[config.mk]
export PLATFORM = sky130hd
export DESIGN_NAME = hazard_ctrl_unit
export DESIGN_NICKNAME = d
export VERILOG_FILES = /design/src/rtl/hazard_ctrl_unit.sv
export SDC_FILE = /design/constraint.sdc
export NUM_CORES = 1
export LEC_CHECK = 0
export CORE_AREA = 5 5 42 44
export CTS_CLUSTER_SIZE = 28
export DETAILED_ROUTE_END_ITERATION = 7
export DIE_AREA = 0 0 47 49
export PLACE_DENSITY = 0.77
export SLEW_MARGIN = 10
export SYNTH_ARGS = -nofsm -noshare
export SYNTH_HDL_FRONTEND = slang
export SYNTH_SLANG_ARGS = --single-unit
export TNS_END_PERCENT = 50
[constraint.sdc]
create_clock -name clk -period 1.69 [get_ports clk]
set_input_delay 0.169 -clock clk [delete_from_list [all_inputs] [get_ports clk]]
set_output_delay 0.169 -clock clk [all_outputs]
set_load 0.01 [all_outputs]
[src/rtl/hazard_ctrl_unit.sv]
// Hazard control unit: load-use stall and branch/jump flush sequencing.
// Optional feature macro HAZARD_PERF_CNT_EN adds perf_clr, lwstall_count and
// flush_count ports with free-running event counters.
module hazard_ctrl_unit #(
   parameter int unsigned LOAD_USE_STALLS     = 1,
   parameter int unsigned BRANCH_FLUSH_CYCLES = 1
) (
   input  logic       clk,
   input  logic       reset,
   input  logic       id_ex_memread,
   input  logic [4:0] id_ex_registerrt,
   input  logic [4:0] if_id_register_rs,
   input  logic [4:0] if_id_registerrt,
   input  logic       id_uses_rt,
   input  logic       mem_branch_taken,
   input  logic       mem_jump,
   output logic       pc_write,
   output logic       if_id_write,
   output logic       if_flush,
   output logic       id_flush_lwstall,
   output logic       id_flush_branch,
   output logic       ex_flush,
   output logic       stall_active
`ifdef HAZARD_PERF_CNT_EN
   ,
   input  logic        perf_clr,
   output logic [31:0] lwstall_count,
   output logic [31:0] flush_count
`endif
);

   localparam int unsigned CNT_W = 2;
   localparam logic [CNT_W-1:0] LW_INIT = CNT_W'(LOAD_USE_STALLS - 1);
   localparam logic [CNT_W-1:0] BR_INIT = CNT_W'(BRANCH_FLUSH_CYCLES - 1);
   localparam bit LW_MULTI = (LOAD_USE_STALLS > 1);
   localparam bit BR_MULTI = (BRANCH_FLUSH_CYCLES > 1);

   typedef enum logic [1:0] {
      RUN      = 2'd0,
      LW_STALL = 2'd1,
      BR_FLUSH = 2'd2
   } state_t;

   state_t           state_q, state_d;
   logic [CNT_W-1:0] cnt_q, cnt_d;
   logic             br;
   logic             load_use;

   // Redirect and load-use detection; register 0 never creates a dependency.
   always_comb begin
      br       = mem_branch_taken | mem_jump;
      load_use = id_ex_memread && (id_ex_registerrt != 5'd0) &&
                 ((id_ex_registerrt == if_id_register_rs) ||
                  (id_uses_rt && (id_ex_registerrt == if_id_registerrt)));
   end

   // State and down-counter register.
   always_ff @(posedge clk or negedge reset) begin
      if (!reset) begin
         state_q <= RUN;
         cnt_q   <= '0;
      end else begin
         state_q <= state_d;
         cnt_q   <= cnt_d;
      end
   end

   // Next-state and zero-latency output decode; reset forces outputs low.
   always_comb begin
      state_d          = state_q;
      cnt_d            = cnt_q;
      pc_write         = 1'b1;
      if_id_write      = 1'b1;
      if_flush         = 1'b0;
      id_flush_lwstall = 1'b0;
      id_flush_branch  = 1'b0;
      ex_flush         = 1'b0;
      stall_active     = 1'b0;

      case (state_q)
         RUN: begin
            if (br) begin
               if_flush        = 1'b1;
               id_flush_branch = 1'b1;
               ex_flush        = 1'b1;
               if (BR_MULTI) begin
                  state_d = BR_FLUSH;
                  cnt_d   = BR_INIT;
               end
            end else if (load_use) begin
               id_flush_lwstall = 1'b1;
               pc_write         = 1'b0;
               if_id_write      = 1'b0;
               if (LW_MULTI) begin
                  state_d = LW_STALL;
                  cnt_d   = LW_INIT;
               end
            end
         end

         LW_STALL: begin
            stall_active = 1'b1;
            if (br) begin
               // Redirect wins: the stall is abandoned this cycle.
               if_flush        = 1'b1;
               id_flush_branch = 1'b1;
               ex_flush        = 1'b1;
               if (BR_MULTI) begin
                  state_d = BR_FLUSH;
                  cnt_d   = BR_INIT;
               end else begin
                  state_d = RUN;
                  cnt_d   = '0;
               end
            end else begin
               id_flush_lwstall = 1'b1;
               pc_write         = 1'b0;
               if_id_write      = 1'b0;
               if (cnt_q <= CNT_W'(1)) begin
                  state_d = RUN;
                  cnt_d   = '0;
               end else begin
                  cnt_d = cnt_q - CNT_W'(1);
               end
            end
         end

         BR_FLUSH: begin
            stall_active    = 1'b1;
            if_flush        = 1'b1;
            id_flush_branch = 1'b1;
            ex_flush        = 1'b1;
            if (cnt_q <= CNT_W'(1)) begin
               state_d = RUN;
               cnt_d   = '0;
            end else begin
               cnt_d = cnt_q - CNT_W'(1);
            end
         end

         default: begin
            state_d = RUN;
            cnt_d   = '0;
         end
      endcase

      if (!reset) begin
         pc_write         = 1'b0;
         if_id_write      = 1'b0;
         if_flush         = 1'b0;
         id_flush_lwstall = 1'b0;
         id_flush_branch  = 1'b0;
         ex_flush         = 1'b0;
         stall_active     = 1'b0;
      end
   end

`ifdef HAZARD_PERF_CNT_EN
   // Event counters; clear has priority over increment, natural 32-bit wrap.
   always_ff @(posedge clk or negedge reset) begin
      if (!reset) begin
         lwstall_count <= '0;
         flush_count   <= '0;
      end else if (perf_clr) begin
         lwstall_count <= '0;
         flush_count   <= '0;
      end else begin
         if (id_flush_lwstall) lwstall_count <= lwstall_count + 32'd1;
         if (id_flush_branch)  flush_count   <= flush_count + 32'd1;
      end
   end
`endif

endmodule

# ---- Word-level counts from Yosys, hierarchy flattened
# Index checks and enable logic that the tools add are counted.
# W data, S select, Z words.
dict set report totals {
  register_bits 4
  word_cells 37
}
dict set report classes {
  bitwise_logic 1
  n_lt_le_gt_ge 1
  n_addsub 1
  n_mux 20
  n_reduce_logical 8
  eq_ne 4
}
# op n
set ops {}
lappend ops {{$pmux W2 S3} 2}
lappend ops {{$mux W1} 11}
lappend ops {{$eq A5 B5 Y1} 2}
lappend ops {{$mux W2} 4}
lappend ops {{$pmux W1 S2} 3}
lappend ops {{$reduce_bool A5 Y1} 1}
lappend ops {{$reduce_or A2 Y1} 2}
lappend ops {{$logic_and A1 B1 Y1} 3}
lappend ops {{$eq A2 B1 Y1 const B} 1}
lappend ops {{$eq A2 B2 Y1 const B} 1}
lappend ops {{$le A2 B1 Y1 const B} 1}
lappend ops {{$logic_not A2 Y1} 1}
lappend ops {{$sub A2 B1 Y2 const B} 1}
lappend ops {{$logic_or A1 B1 Y1} 1}
lappend ops {{$or A1 B1 Y1} 1}

# ---- Longest topological paths before layout
# Gate-level depths: netlist of the first run.
dict set report logic_depth {
  word_depth 8
  depth_mapped 6
  depth_no_buf 6
}

# ---- Least setup slack after synthesis of the first run
# No wires, ideal clock.
dict set report synth_path {
  path_type {flip-flop to output port}
  start {reg state_q[1]}
  end {out pc_write}
  n_path_buf 1
  slack_ns 0.239
  required_ns 1.521
  arrival_ns 1.282
  path_stages_with_launch 6
  path_cell_list {dfrtp_1 -> inv_1 -> ha_1 -> o2111ai_2 -> o221a_1 -> buf_4}
}
dict set report synth_between {
  elab_chain_cells 3
}
# item line
set synth_rtl {}
lappend synth_rtl {{start, declared} 44} ;# state_t state_q, state_d;
lappend synth_rtl {{start signal, assigned} 63} ;# state_q <= state_d;
lappend synth_rtl {{$eq A2 B1 Y1 or $logic_not A2 Y1 (tied branches)} -}
lappend synth_rtl {{$pmux W1 S2 (*)} -}
lappend synth_rtl {{$mux W1 (*)} -}
lappend synth_rtl {{end, declared} 17} ;# output logic pc_write,
# Mark *: on every way between the ends. The rest lies on a longest branch, timed or not.

# ---- Worst setup path in the final report of the first run
dict set report layout_path {
  start {reg state_q[1]}
  end {out if_id_write}
}
dict set report layout_between {
  elab_chain_cells 3
}
# item line
set layout_rtl {}
lappend layout_rtl {{$eq A2 B1 Y1 or $logic_not A2 Y1 (tied branches)} 80} ;# case (state_q)
lappend layout_rtl {{$pmux W1 S2 (*)} 80}
lappend layout_rtl {{$mux W1 (*)} 147} ;# if (!reset) begin
lappend layout_rtl {{end, declared} 18} ;# output logic if_id_write,
# Marks and branches as above.

==> impl_metrics.py, run 1 <==
metrics = {
    "outcome": {
        "status": "complete, no violations",
    },
    "placed_design": {
        "placedCellCount": 105,
        "gp_congestion": 0.737,
        "io_buffers": 27,
        "hpwl_mm": 1.08,
    },
    "cts": {
        "clockBufferDepth": 2,
        "root_buffer": "clkbuf_4",
        "post_cts_buffers": 0,
        "h-tree-depth": 1,
        "worstSkewPairLatency_ps": 230,
        "hold_buffers": 0,
        "tritoncts": "built",
        "clock-sinks": 4,
        "clk_pin_slew_ps": 30,
        "cts_buffers": 3,
    },
    "timing": {
        "fmax_mhz": 604,
        "setup_violations": 0,
        "finalClockSkew_ps": 0.824,
        "slew_headroom_pct": 83.7,
        "fin_crit_sh_pct": 98.0,
        "rsz0062_at_grt": "yes",
        "fin_crit_ps": 1660,
        "maxSlewViolCount": 0,
        "hold_ws_ps": 239,
        "worst-slew-pin-transition_ps": 242,
        "finalHoldViolCount": 0,
    },
    "critical_path": {
        "crit_top_cell": "buf_4",
        "cp_slowest_cell": "dfrtp_1",
        "critPathMaxFanout": 2,
        "endpoint_kind": "output pin",
        "arrival_ps": 1490,
        "required_ps": 1520,
        "critPathKind": "register to output pin",
        "cp_cell_sequence": "inv_2, buf_4, ha_4, buf_4, nand2_1, o221a_1, buf_2",
        "start_kind": "register",
        "critPathMaxStageDelay_ps": 380,
    },
    "cells_and_area": {
        "diodes": 0,
        "area_growth_syn_to_layout_pct": 117,
        "fillers": 133,
        "drive_gt1_share_pct": 47.8,
        "regArea_um2": 100,
        "stdcell_count": 108,
        "nets": 118,
        "multi_input_area_um2": 358,
    },
    "logic_synthesis": {
        "yosys_register_bits": 4,
        "ys_types": 20,
        "avgSynthCellArea_um2": 8.73,
        "syn_nets": 71,
        "synth_cells": 47,
        "synth_area_um2": 410,
        "ys_seq_area_share_pct": 24.4,
        "yosys_warnings": 0,
    },
    "detailed_routing": {
        "drtIter0Drc": 1,
        "vias_per_cell": 4.53,
        "ant_nets": 0,
        "routed_wl_mm": 1.38,
        "avgRoutedWirePerCell_um": 12.8,
        "drc": 0,
        "drt_first_pass_iters": 2,
        "routed-via-count": 489,
    },
    "global_routing": {
        "grt_max_degree": 8,
        "grt_pass1_wl_mm": 1.99,
        "grt.total_usage_pct": 11.5,
        "antenna_found_initial": 0,
        "grt_pass1_vias": 529,
        "grt-ovfl-total": 0,
    },
    "power_and_ir_drop": {
        "power.density_nw_per_um2": 375,
        "peakVddDrop_uv": 339,
        "cellLeakagePower_nw": 0.470,
    },
    "die": {
        "die_area_um2": 2300,
        "io_pins": 28,
        "start_util_pct": 29.3,
        "row_count": 14,
        "die_w_um": 47,
        "core_area_um2": 1400,
        "die_y_um": 49,
    },
    "worst_hold_path": {
        "hp-class": "primary input to async pin",
    },
    "flow_run": {
        "drv_cap": 0,
    },
}
-- stage by stage --
step | total power [W] | setup WS (ps) | setup TNS (ps) | util [%] | instance area [um2]
4_1_cts | 0.000332 | -6.58 | -14.8 | 58.6 | 821
5_1_grt | 0.000356 | -54.8 | -119 | 63.5 | 890
2_1_floorplan | 0.000135 | 239 | 0 | - | 410
3_5_place_dp | 0.000223 | -620 | -2290 | 58.0 | 813
6_report | 0.000333 | 34.0 | 0 | 63.5 | 890
3_3_place_gp | 0.000221 | -596 | -2190 | 58.0 | 813
-- sequential cells by signal (all words and copies together) (netlist names) --
| signal | count |
|---|---|
| cnt_q | 2 |
| state_q | 2 |
-- critical path, delay by kind of cell, from the launching register on --
kind / cells / cell delay [ps]
and+or+nand+nor: 1 / 50
DFF: 1 / 380
AOI/OAI and AO/OA: 1 / 250
adders and majority gates: 1 / 130
buffers and inverters: 4 / 440
-- repair_timing --
item | in CTS | in global routing
gates resized for setup | 30 | 31
pin swaps | 7 | 6
endpoints found under the hold margin | 0 | 0
endpoints found under the setup margin | 7 | 6
-- kinds of logic after synthesis --
kind of cell             count (synthesis)  synth area share [%]
adder cells (fa/ha/maj)                  3                  9.15
flip-flops                               4                  24.4
buffers and inverters                    6                  8.23
AO/OA/AOI/OAI                            7                  16.8
XOR/XNOR                                10                  21.3
AND/OR/NAND/NOR                         17                  20.1
-- final timing paths --
path | startpoint | end | slack (ps) | depth (start not counted)
max in group asynchronous | reset | cnt_q[1]$_DFFE_PN0N_ | 1340 | 2
min in group clk | cnt_q[0]$_DFFE_PN0N_ | cnt_q[0]$_DFFE_PN0N_ | 490 | 2
worst min register to register | cnt_q[0]$_DFFE_PN0N_ | cnt_q[0]$_DFFE_PN0N_ | 490 | 2
worst max register to register | state_q[1]$_DFFE_PN0N_ | state_q[0]$_DFFE_PN0N_ | 190 | 8
worst max-delay path | state_q[1]$_DFFE_PN0N_ | if_id_write | 30 | 7
worst min-delay path | reset | state_q[0]$_DFFE_PN0N_ | 240 | 2
-- layer usage --
layer  GRT usage (%)  up-vias  wire [um]  part of all wire [%]
li1                -      253          -                     -
met1            12.2      223        488                    35
met2            20.8       13        826                    60
met3            1.48        0         64                   4.6
met4            5.53        0          0                     0
met5               0        -          0                     0
-- report_power, final --
part           total (W)  internal (W)  switching, W  leakage [nW]
Sequential     0.0000964     0.0000964             0        0.0507
Combinational   0.000123     0.0000706     0.0000520         0.405
Clock           0.000114     0.0000791     0.0000350        0.0138
-- Yosys cell counts, drive strengths merged --
master / count / area, um2
and2: 1 / 6.26
nor3b: 1 / 7.51
a32oi: 1 / 8.76
ha: 3 / 37.5
o221a: 1 / 11.3
a22o: 1 / 8.76
o211a: 1 / 10.0
nor2: 6 / 22.5
o2111ai: 1 / 15.0
xor2: 9 / 78.8
nor4: 1 / 6.26
buf: 3 / 22.5
a211oi: 1 / 7.51
or4: 1 / 11.3
o31ai: 1 / 7.51
nand2: 5 / 18.8
nor3: 2 / 10.0
inv: 3 / 11.3
xnor2: 1 / 8.76
dfrtp: 4 / 100
-- cell usage in the layout, fill, tap and decap left out, types with 2 or more instances in the layout --
cell type / synthesis / final
buf_2: 0 / 3
buf_4: 3 / 18
clkbuf_2: 0 / 5
clkbuf_4: 0 / 3
clkdlybuf4s15_1: 0 / 3
clkdlybuf4s50_1: 0 / 6
dfrtp_1: 4 / 4
dlygate4sd2_1: 0 / 3
dlymetal6s2s_1: 0 / 6
ha_4: 0 / 2
inv_2: 0 / 2
nand2_1: 5 / 4
nor2_1: 6 / 5
xor2_1: 9 / 8
-- area by class of cell --
cell class,count,share of cell area [%]
Timing Repair Buffer,45,42.5
Multi-Input combinational cell,37,40.2
Sequential cell,4,11.3
Clock buffer,3,2.53
Tap cell,16,2.25
Inverter,3,1.27
Power figures use the tool's default switching activity.
==> run 2, diff against run 1 <==
- SLEW_MARGIN: 10 -> 25
==> results of run 2 <==
Final layout, timing and power as in run 1 (identical DEF).
